===== src/rtl/acc_exec_unit.sv =====
// -----------------------------------------------------------------------------
// acc_exec_unit
//   Accumulator/sequencer stage that sits directly in front of the 8-bit
//   combinational ALU. It accepts one instruction per VALID/READY handshake and
//   fetches the operand from the register file or from the immediate. It then
//   presents registered operands and opcode to the ALU, and writes the ALU
//   result back into ACC/CY/Z. It also executes ST (ACC -> register) itself,
//   because the ALU has no store operation.
//
//   Instruction word: [11:9] op, [8] imm, [7:0] immediate or [2:0] reg index.
//   Ops: 0 ADD, 1 SUB, 2 OR, 3 AND, 4 XOR, 5 NOT, 6 LD, 7 ST.
//   Sequence IDLE -> EXEC -> DONE -> IDLE, so at most one instruction retires
//   every 3 cycles.
//
// Parameters
//   REG_CNT          implemented GP registers R0..R(REG_CNT-1), legal 2..8
//
// Ports
//   IN_CLK           clock, rising edge
//   IN_RST_N         asynchronous active-low reset
//   IN_INSTR         12-bit instruction
//   IN_INSTR_VALID   instruction present
//   OUT_INSTR_READY  unit can accept (high only in IDLE)
//   OUT_ALU_A/R/OP   accumulator, latched operand, latched op -> ALU
//   IN_ALU_A/CY      ALU result and carry
//   OUT_ACC/CY/Z     architectural accumulator and flags
//   OUT_DONE         one-cycle retire pulse
//
// Optional build macro
//   EXEC_DBG_PORT_EN adds IN_DBG_IDX / OUT_DBG_DATA. This is a side-effect-free
//                    combinational register-file read. Out-of-range indices
//                    read 0x00.
// -----------------------------------------------------------------------------
module acc_exec_unit #(
    parameter int REG_CNT = 8
) (
    input  logic        IN_CLK,
    input  logic        IN_RST_N,
    input  logic [11:0] IN_INSTR,
    input  logic        IN_INSTR_VALID,
    output logic        OUT_INSTR_READY,
    output logic [7:0]  OUT_ALU_A,
    output logic [7:0]  OUT_ALU_R,
    output logic [2:0]  OUT_ALU_OP,
    input  logic [7:0]  IN_ALU_A,
    input  logic        IN_ALU_CY,
    output logic [7:0]  OUT_ACC,
    output logic        OUT_CY,
    output logic        OUT_Z,
    output logic        OUT_DONE
`ifdef EXEC_DBG_PORT_EN
   ,input  logic [2:0]  IN_DBG_IDX,
    output logic [7:0]  OUT_DBG_DATA
`endif
);

    localparam logic [2:0] OP_ST   = 3'd7;
    localparam logic [3:0] REG_LIM = 4'(REG_CNT);

    typedef enum logic [1:0] {
        S_IDLE = 2'd0,
        S_EXEC = 2'd1,
        S_DONE = 2'd2
    } state_t;

    state_t      state_q;
    logic        ready_q;
    logic        done_q;
    logic [2:0]  op_q;
    logic        imm_q;
    logic [2:0]  idx_q;
    logic [7:0]  opnd_q;
    logic [7:0]  acc_q, acc_d;
    logic        cy_q,  cy_d;
    logic        z_q,   z_d;
    logic        rf_we;

    // The array is always 8 deep. Entries at or above REG_CNT are never
    // written, so they stay at their reset value and synthesis folds them
    // away. Reads of those entries are forced to 0 anyway.
    logic [7:0]  rf_q [8];
    logic [7:0]  rd_data;

    function automatic logic in_range(input logic [2:0] idx);
        return ({1'b0, idx} < REG_LIM);
    endfunction

    // Operand fetch for the instruction currently being offered.
    always_comb begin
        rd_data = 8'h00;
        if (in_range(IN_INSTR[2:0])) rd_data = rf_q[IN_INSTR[2:0]];
    end

    // Write-back during EXEC. ALU ops take the ALU outputs verbatim. ST leaves
    // the flags alone and stores to the register file only for a register
    // form whose index is in range.
    always_comb begin
        acc_d = acc_q;
        cy_d  = cy_q;
        z_d   = z_q;
        rf_we = 1'b0;
        if (state_q == S_EXEC) begin
            if (op_q != OP_ST) begin
                acc_d = IN_ALU_A;
                cy_d  = IN_ALU_CY;
                z_d   = (IN_ALU_A == 8'h00);
            end else begin
                rf_we = !imm_q && in_range(idx_q);
            end
        end
    end

    always_ff @(posedge IN_CLK or negedge IN_RST_N) begin
        if (!IN_RST_N) begin
            state_q <= S_IDLE;
            ready_q <= 1'b1;
            done_q  <= 1'b0;
            op_q    <= 3'd0;
            imm_q   <= 1'b0;
            idx_q   <= 3'd0;
            opnd_q  <= 8'h00;
            acc_q   <= 8'h00;
            cy_q    <= 1'b0;
            z_q     <= 1'b1;
            for (int i = 0; i < 8; i++) rf_q[i] <= 8'h00;
        end else begin
            acc_q <= acc_d;
            cy_q  <= cy_d;
            z_q   <= z_d;
            if (rf_we) rf_q[idx_q] <= acc_q;

            case (state_q)
                S_IDLE: begin
                    done_q <= 1'b0;
                    if (IN_INSTR_VALID && ready_q) begin
                        op_q    <= IN_INSTR[11:9];
                        imm_q   <= IN_INSTR[8];
                        idx_q   <= IN_INSTR[2:0];
                        opnd_q  <= IN_INSTR[8] ? IN_INSTR[7:0] : rd_data;
                        ready_q <= 1'b0;
                        state_q <= S_EXEC;
                    end
                end
                S_EXEC: begin
                    // The retire pulse is registered, so it shows up in the
                    // DONE cycle together with the updated ACC/flags.
                    done_q  <= 1'b1;
                    ready_q <= 1'b0;
                    state_q <= S_DONE;
                end
                S_DONE: begin
                    done_q  <= 1'b0;
                    ready_q <= 1'b1;
                    state_q <= S_IDLE;
                end
                default: begin
                    done_q  <= 1'b0;
                    ready_q <= 1'b1;
                    state_q <= S_IDLE;
                end
            endcase
        end
    end

    assign OUT_INSTR_READY = ready_q;
    assign OUT_ALU_A       = acc_q;
    assign OUT_ALU_R       = opnd_q;
    assign OUT_ALU_OP      = op_q;
    assign OUT_ACC         = acc_q;
    assign OUT_CY          = cy_q;
    assign OUT_Z           = z_q;
    assign OUT_DONE        = done_q;

`ifdef EXEC_DBG_PORT_EN
    // Reads come straight from the flops, so a read concurrent with an ST
    // returns the value from before the write.
    always_comb begin
        OUT_DBG_DATA = 8'h00;
        if (in_range(IN_DBG_IDX)) OUT_DBG_DATA = rf_q[IN_DBG_IDX];
    end
`endif

endmodule

===== config.mk =====
export PLATFORM = sky130hd
export DESIGN_NAME = acc_exec_unit
export DESIGN_NICKNAME = d
export VERILOG_FILES = /design/src/rtl/acc_exec_unit.sv
export SDC_FILE = /design/constraint.sdc
export NUM_CORES = 1
export LEC_CHECK = 0
export CORE_ASPECT_RATIO = 1.4
export CORE_UTILIZATION = 45
export DETAILED_ROUTE_END_ITERATION = 10
export PLACE_DENSITY = 0.67
export RECOVER_POWER = 50
export SLEW_MARGIN = 15
export SYNTH_ARGS = -nofsm -noshare
export SYNTH_HDL_FRONTEND = slang
export SYNTH_SLANG_ARGS = --single-unit

===== constraint.sdc =====
create_clock -name IN_CLK -period 2.4 [get_ports IN_CLK]
set_input_delay 0.72 -clock IN_CLK [delete_from_list [all_inputs] [get_ports IN_CLK]]
set_output_delay 0.72 -clock IN_CLK [all_outputs]
set_load 0.05 [all_outputs]

==> impl_metrics.json <==
{
  "cts.sinks": 93,
  "cap_violations": 0,
  "drc_errors": 0,
  "antenna_found_initial": 0,
  "p_total_mw": 3.214,
  "cts_tree": "yes",
  "r2r-start": "state_q[1]",
  "required_ns": 1.68,
  "fp.dieW_um": 82.82,
  "drt_iter0_drc": 182,
  "ys_ff_latch": 93,
  "start_kind": "flop",
  "max_freq_mhz": 446.5,
  "dp_hpwl_mm": 5.746,
  "grt_pass1_vias": 2717,
  "criticalPathCategory": "reg -> out",
  "initial_utilization_pct": 47.26,
  "drive_gt1_share_pct": 40.17,
  "min-delay-start": "OUT_Z",
  "syn-num-nets": 314,
  "ys_warn_count": 0,
  "portBuffers": 54,
  "setup_viol": 0,
  "worstSkewPairLatency_ns": 0.34,
  "firstDrtPassIters": 4,
  "n_antenna_cell": 0,
  "syn-instance-count": 290,
  "post-cts-setup-buffers": 0,
  "worst-path-max-fanout": 2,
  "ir_drop_mv": 0.4144,
  "drtAntennaViolNets": 0,
  "num_vias": 2537,
  "outcome": "completed",
  "cp.arrival_ns": 1.52,
  "ys_types": 29,
  "maxSlewViolCount": 0,
  "wl_per_cell_um": 18.87,
  "routed_via_density": 5.503,
  "min_path_type": "reg -> reg",
  "syn_to_final_growth_pct": 24.11,
  "crit_path_start": "OUT_ALU_R[3]",
  "grt-ovfl-total": 0,
  "fin_crit_sh_pct": 93.31,
  "setup_slack_ns": 0.1605,
  "final_nets": 376,
  "cp_slowest_stage_delay_ns": 0.81,
  "place_congestion": 0.7153,
  "dieHeight_um": 115.2,
  "finalHoldViolCount": 0,
  "grt_pass1_wl_mm": 14.56,
  "regArea_um2": 2330,
  "rows": 40,
  "cp_slowest_cell": "clkdlybuf4s50_1",
  "core_area_um2": 8708,
  "cts_hold_buf": 0,
  "htreeDepth": 3,
  "crit_path_end_kind": "output port",
  "path_cells": "clkdlybuf4s50_1",
  "ys_seq_area_share_pct": 56.61,
  "cp_top_family": "buffers and inverters",
  "io_pins": 55,
  "rsz0062_at_grt": "no",
  "syn_area_per_cell_um2": 14.19,
  "die-area_um2": 9537,
  "netlist_area_um2": 4115,
  "numCtsBuffers": 9,
  "cts_root_buffer": "clkbuf_16",
  "dp_slack_ns": -0.09735,
  "max_slew_margin_pct": 15.60,
  "worstMarginPinSlew_ns": 1.266,
  "routed_wl_mm": 8.697,
  "cts_buffer_depth": 2,
  "grt_max_degree": 94,
  "multi_input_area_um2": 1640,
  "layout_min_cycle_time_ns": 2.239,
  "grt_usage_pct": 20.23,
  "fillers": 697,
  "p_leak_nw": 2.442,
  "power_density_nw_per_um2": 629.3,
  "path_clk_slew_ns": 0.06,
  "skew_ns": 0.007871,
  "path_buf_inv": 1
}
-- final timing paths --
path | slack (ns) | to | cells after the start
worst max-delay path | 0.16 | OUT_ALU_R[3] | 1
worst min-delay path | 0.48 | OUT_Z | 2
worst max register to register | 0.24 | rf_q[25] | 5
worst min register to register | 0.48 | OUT_Z | 2
max in group asynchronous | 0.81 | rf_q[56] | 2
min in group asynchronous | 0.76 | rf_q[58] | 2
-- cells in the mapped netlist --
cell type	n	area (um^2)
nor2_2	1	6.260
nand2b_4	1	13.76
a211oi_1	4	30.03
nor3_4	1	16.27
nor3b_1	4	30.03
o2111ai_1	1	8.760
o21ai_0	11	55.05
mux2_2	73	822.0
a21oi_1	5	25.02
buf_1	2	7.510
clkbuf_1	9	33.78
dfstp_2	2	52.55
or4_1	1	7.510
inv_1	5	18.77
mux2i_1	2	20.02
nand2_1	29	108.9
nor2b_1	4	25.02
nand4bb_1	1	11.26
buf_2	2	10.01
or2_2	1	6.260
mux4_2	15	337.8
dfrtp_1	91	2277
nor3b_4	2	37.54
nand3_1	3	15.01
o31ai_1	3	22.52
nand3b_1	3	22.52
nor4_1	3	18.77
buf_4	9	67.56
nor2_1	2	7.510
-- kinds of logic (layout without fill, tap and decap cells) --
group / after synthesis / after routing / share of synthesized area (%)
flip-flops: 93 / 93 / 56.61
buffers and inverters: 27 / 93 / 3.344
AND/OR/NAND/NOR: 56 / 56 / 7.936
AO/OA/AOI/OAI: 24 / 24 / 3.436
multiplexers: 90 / 90 / 28.67
-- layout make-up --
type / instances / share of cell area, %
Clock buffer: 13 / 5.096
Clock inverter: 2 / 0.6859
Inverter: 5 / 0.3675
Multi-Input combinational cell: 170 / 32.12
Sequential cell: 93 / 45.61
Tap cell: 105 / 2.572
Timing Repair Buffer: 73 / 13.55
-- flip-flops by register name, summed over array words and instances (netlist names) --
register,flops
rf_q,64
OUT_ACC,8
OUT_ALU_R,8
OUT_ALU_OP,3
idx_q,3
state_q,2
OUT_CY,1
OUT_DONE,1
OUT_INSTR_READY,1
OUT_Z,1
imm_q,1
-- cell usage in the layout, fill, tap and decap left out, types with 4 or more instances in the layout --
| cell | Yosys | final |
|---|---|---|
| inv_1 | 5 | 5 |
| nor3b_1 | 4 | 4 |
| clkbuf_16 | 0 | 9 |
| mux2_2 | 73 | 73 |
| nand2_1 | 29 | 29 |
| buf_4 | 9 | 29 |
| a21oi_1 | 5 | 5 |
| nor2b_1 | 4 | 4 |
| a211oi_1 | 4 | 4 |
| clkdlybuf4s50_1 | 0 | 33 |
| buf_12 | 0 | 4 |
| dfrtp_1 | 91 | 91 |
| o21ai_0 | 11 | 11 |
| mux4_2 | 15 | 15 |
-- metrics by stage --
step	TNS, ns	util (%)	cell area, um^2	hold WS (ns)	cells
after floorplan	0	-	4115	0.4244	290
after global placement	-0.1544	55.47	4831	0.4688	446
after detailed placement	-0.3629	55.47	4831	0.4742	446
after CTS	0	58.86	5126	0.4531	461
after global routing	0	58.65	5107	0.5131	461
final	0	58.65	5107	0.4771	461
-- layer usage --
layer	vias to the layer above	part of all wire (%)	GRT usage [%]
met3	13	3.7	2.800
met1	1301	43	25.81
li1	1163	-	-
met4	0	2.0	9.080
met2	60	51	34.64
met5	-	0	0
-- power breakdown --
part	internal, mW	switching (mW)
Sequential	1.58	0.0217
Clock	0.857	0.545
Combinational	0.0867	0.128
Total	2.52	0.695
-- repair_timing --
action                                  CTS  global route
endpoints found under the hold margin     0             0
endpoints found under the setup margin    0             2
gates resized for setup                   0             2
Power figures use the tool's default switching activity.
==> RTL edit 1: new RTL, config.mk and constraints unchanged <==
The option `EXEC_DBG_PORT_EN` is turned on by a define.
--- a/src/rtl/acc_exec_unit.sv
+++ b/src/rtl/acc_exec_unit.sv
@@ -33,2 +33,4 @@
 // -----------------------------------------------------------------------------
+`define EXEC_DBG_PORT_EN
+
 module acc_exec_unit #(
Interface: changed (added IN_DBG_IDX and OUT_DBG_DATA); port bits go from 55 to 66. No check against the original RTL was run, so the function may have changed too.
==> RTL edit 1 against the original RTL <==
The flow now finishes with violations (negative setup slack); area after synthesis is 12% higher; clock skew is 1.6 ps lower; combinational power is 32% higher; wire length is 26% higher; register-to-register slack worse by 60 ps; power is 6.2% higher; first-iteration DRC count is 15% lower; sequential cell count stayed put; worst setup slack worse by 400 ps; synthesized cell count is 10% higher; maximum frequency is 15% lower; cell area is 16% higher; global-route usage is 2.9 points higher; critical path type is now in -> out; critical endpoint is now OUT_DBG_DATA[3].
==> RTL edit 1: results (changes against the original RTL) <==
CP peak stage delay - 510 ps (-300 ps)
Setup WS post-layout - -241 ps (-401 ps)
Clock Pin Slew Worst Setup and Hold Paths - 70 ps
Hold Crit Class - reg -> reg
worst vdd rail ir drop - 439 uV (+6.0%)
Pleak - 2.72 nW (+11%)
skew final - 6.25 ps (-1.62 ps)
largest net degree at the start of global routing - 36 (-62%)
endpoints failing setup - 8 (+8)
worst-skew pair later-pin latency - 340 ps (about the same)
reg-to-reg slack, setup - 180 ps (-60 ps)
share of cells above drive strength 1 - 46.7% (+6.5 points)
Via density - 5.65 (+2.7%)
IO Port Bufs - 65 (+20%)
worst reg2reg path endpoint - rf_q[29]$_DFFE_PN0P_
Worst path top cell family by delay - multiplexers
failing checks - negative setup slack
Detail Placement HPWL - 7.27 mm (+27%)
CTS Buffer Depth - 2 (unchanged)
Seq/Total Area, Yosys - 50.7% (-5.9 points)
Area contributors post-synth - dfrtp_1, mux2_2, mux4_2
fillcell total - 813 (+17%)
Ant. Diodes - 0 (unchanged)
GR Util All Layers - 23.1% (+2.9 points)
First-pass DRT Iterations - 4 (unchanged)
hold endpoint - OUT_ALU_R[0]$_DFFE_PN0P_
pre-CTS WS - -751 ps (-653 ps)
worst setup path end - OUT_DBG_DATA[3]
# Post-CTS Setup Buffers - 0 (unchanged)
Post-synth top cells - dfrtp_1, mux2_2, mux4_2, nand2_1, clkbuf_1
worst hold start - OUT_ALU_R[0]$_DFFE_PN0P_
Wirelength per Cell - 20.7 um (+9.7%)
Layout Nets - 418 (+11%)
initial DRC count - 155 (-15%)
CP max stage cell - mux4_2
antenna violations before repair - 0 (unchanged)
worst-path fanout max - 8 (+6)
worst r2r src - state_q[1]$_DFFE_PN0P_
Worst Tran Pin Value - 881 ps (-386 ps)
asr flop ratio synth - 100% (unchanged)
WHS Path Cells - 2 (unchanged)
WP data arrival - 1920 ps (+400 ps)
max reg flops - 64 (unchanged)
vias in the first global route - 3114 (+15%)
Reg2Reg Depth - 5 (unchanged)
critical path startpoint - IN_DBG_IDX[0]
TNS Setup - -1740 ps (-1740 ps)
Netlist cell types - 30 (+3.4%)
ys flop type - dfrtp_1
share of the synthesized area in the top cell type - 49.6% (-5.7 points)
Routability Congestion - 0.738 (+3.2%)
outcome - finished with violations
first-pass GRT wire length - 17.5 mm (+20%)
Mapped Nets - 346 (+10%)
==> RTL edit 1: cell count changes after synthesis, moves of 2 or more <==
cell	delta
clkbuf_1	+2
nand2_1	+2
buf_2	+3
mux2_2	+8
mux4_2	+16
==> RTL edit 1: layout make-up <==
cell class,count,area [um^2],area share [%]
flip-flops and latches,93,2330,39.5
clock buffers,9,225,3.82
inverters,4,15.0,0.254
clock inverters,7,100,1.70
well taps,135,169,2.86
multi-input cells,195,2130,36.1
repair buffers,88,930,15.8
==> RTL edit 1: stage by stage <==
stage / power [mW] / std cells / utilization, % / hold slack (ps) / area [um^2]
floorplan: 1.76 / 319 / - / 424 / 4660
global placement: 1.90 / 513 / 55.8 / 464 / 5520
detailed placement: 1.90 / 513 / 55.8 / 469 / 5520
CTS: 3.45 / 531 / 60.1 / 358 / 5950
global route: 3.52 / 531 / 59.6 / 495 / 5900
finish: 3.41 / 531 / 59.6 / 480 / 5900
==> RTL edit 1: cells by family (layout without fill, tap and decap cells) <==
group                  count (synthesis)  after routing  share of synthesized area, %
AOI/OAI and AO/OA                     23             23                          2.97
and+or+nand+nor                       58             58                          7.47
buffers and inverters                 31            108                          3.32
DFF                                   93             93                          50.7
muxes                                114            114                          35.5
==> RTL edit 1: metal layers <==
metal	vias to the layer above	part of all wire [%]	track usage, %
met5	-	0	0
met2	97	51	37.2
met3	21	3.5	2.99
met4	0	2.9	10.5
met1	1554	42	31.2
li1	1328	-	-
==> RTL edit 1: what timing repair did <==
item | 4_1_cts | 5_1_grt
resized for setup | 24 | 3
setup endpoints to repair | 9 | 9
gates cloned | 2 | 0
==> RTL edit 1: report_power, final <==
part	switching, mW	internal (mW)	leakage, nW
registers	0.0200	1.57	1.27
clock network	0.618	0.916	0.148
logic	0.161	0.123	1.30
==> RTL edit 2: new RTL, config.mk and constraints unchanged <==
Made on the original files. Re-encode `state_t` (3 states) as one-hot, 3 bits wide.
--- a/src/rtl/acc_exec_unit.sv
+++ b/src/rtl/acc_exec_unit.sv
@@ -59,6 +59,6 @@
 
-    typedef enum logic [1:0] {
-        S_IDLE = 2'd0,
-        S_EXEC = 2'd1,
-        S_DONE = 2'd2
+    typedef enum logic [2:0] {
+        S_IDLE = 3'b001,
+        S_EXEC = 3'b010,
+        S_DONE = 3'b100
     } state_t;
Behaviour: same outputs for any inputs over 10 cycles, from zero or initial values and one cycle with IN_RST_N low; not proved beyond that.
==> RTL edit 2 against the original RTL <==
Via count rose by 1.1%; area after synthesis barely moved; sequential cell count did not move; cell area fell by 1.1%; highest routed layer unchanged; clock skew fell by 0.59 ps; wire length rose by 3.8%; worst hold slack improved by 4.1 ps; worst setup slack got worse by 25 ps; global-route usage rose by 0.60 points; maximum frequency fell by 1.1%; synthesized cell count fell by 0.34%.
Power is not compared: it rests on default switching activity, and its combinational part moved more than twofold at a synthesized area within 25%.
==> RTL edit 2: results (changes against the original RTL) <==
worst-path fanout max - 2 (unchanged)
grt met3 use - 3.02% (+0.22 points)
# Post-CTS Setup Buffers - 0 (unchanged)
Hold Crit Class - reg -> reg
final WL - 9.03 mm (+3.8%)
max reg flops - 64 (unchanged)
Routability Congestion - 0.796 (+11%)
Seq/Total Area, Yosys - 56.6% (about the same)
Detail Placement HPWL - 5.97 mm (+3.8%)
Pleak - 2.41 nW
Worst Tran Pin Value - 1260 ps (-3.18 ps)
met3 WL - 387 um (+20%)
Mapped Nets - 313 (-0.32%)
non-filler cells, final - 457 (-0.87%)
asr flop ratio synth - 100% (unchanged)
Post-Route M1 WL - 3.87 mm (+2.8%)
CTS Buf Count - 9 (unchanged)
Area contributors post-synth - dfrtp_1, mux2_2, mux4_2
Reg with most FFs - rf_q
first-pass GRT wire length - 14.7 mm (+1.2%)
total number of vias - 2565 (+1.1%)
Clock Pin Slew Worst Setup and Hold Paths - 60 ps (about the same)
GR Util All Layers - 20.8% (+0.60 points)
worst-skew pair later-pin latency - 350 ps
Post-synth top cells - dfrtp_1, mux2_2, nand2_1
dpl cell area - 0.00476 mm^2 (-1.6%)
Worst path top cell family by delay - buffers and inverters
outcome - finished clean
top routing layer used - met4
met2 usage - 35.4% (+0.71 points)
CTS root buf - clkbuf_16
IO Port Bufs - 54 (unchanged)
First-pass DRT Iterations - 4 (unchanged)
Ys Warns - 0 (unchanged)
initial DRC count - 231 (+27%)
antenna violations before repair - 0 (unchanged)
skew final - 7.28 ps (-0.593 ps)
Netlist cell types - 30 (+3.4%)
met2 routed WL - 4.61 mm (+3.9%)
Inst Count DP - 441 (-1.1%)
share of cells above drive strength 1 - 39.8% (-0.40 points)
met1 Use GR - 26.8% (+1.0 points)
Syn Inst Count - 289 (-0.34%)
Layout Nets - 371 (-1.3%)
pre-CTS WS - -101 ps (-4.09 ps)
==> RTL edit 2: changes by cell type after synthesis, sizes merged, moves of 2 or more <==
cell	delta
and3	+2
nand3b	-2
clkbuf	-5
inv	-3
buf	+4
nand2	+6
nor2b	+2
==> RTL edit 2: logic make-up (layout without fill, tap and decap cells) <==
logic type	count (synthesis)	count (layout)	share of synthesized area [%]
DFF	93	93	56.6
muxes	90	90	28.6
and+or+nand+nor	60	60	8.14
AOI/OAI and AO/OA	23	23	3.31
buffers and inverters	23	86	3.34
==> RTL edit 2: worst paths after layout <==
| path | from | to | slack [ps] | depth (start not counted) |
|---|---|---|---|---|
| min in group asynchronous | IN_RST_N | rf_q[17]$_DFFE_PN0P_ | 760 | 2 |
| worst max register to register | state_q[0]$_DFFE_PN1P_ | rf_q[63]$_DFFE_PN0P_ | 310 | 4 |
| max in group asynchronous | IN_RST_N | rf_q[22]$_DFFE_PN0P_ | 830 | 2 |
| worst min-delay path | OUT_ALU_R[1]$_DFFE_PN0P_ | OUT_ALU_R[1]$_DFFE_PN0P_ | 480 | 2 |
| worst min register to register | OUT_ALU_R[1]$_DFFE_PN0P_ | OUT_ALU_R[1]$_DFFE_PN0P_ | 480 | 2 |
| worst max-delay path | OUT_ALU_R[4]$_DFFE_PN0P_ | OUT_ALU_R[4] | 140 | 1 |
==> RTL edit 2: power by group <==
group / switching [mW] / internal [mW] / total (mW)
clock: 0.582 / 0.966 / 1.55
sequential: 0.364 / 1.87 / 2.23
combinational: 1.29 / 0.667 / 1.96
==> RTL edit 2: area by class of cell <==
class | instances | area [um^2]
multi-input cells | 173 | 1640
fillers | 722 | 3660
repair buffers | 68 | 619
well taps | 105 | 131
clock inverters | 4 | 70.1
clock buffers | 12 | 256
inverters | 2 | 7.51
flip-flops and latches | 93 | 2330
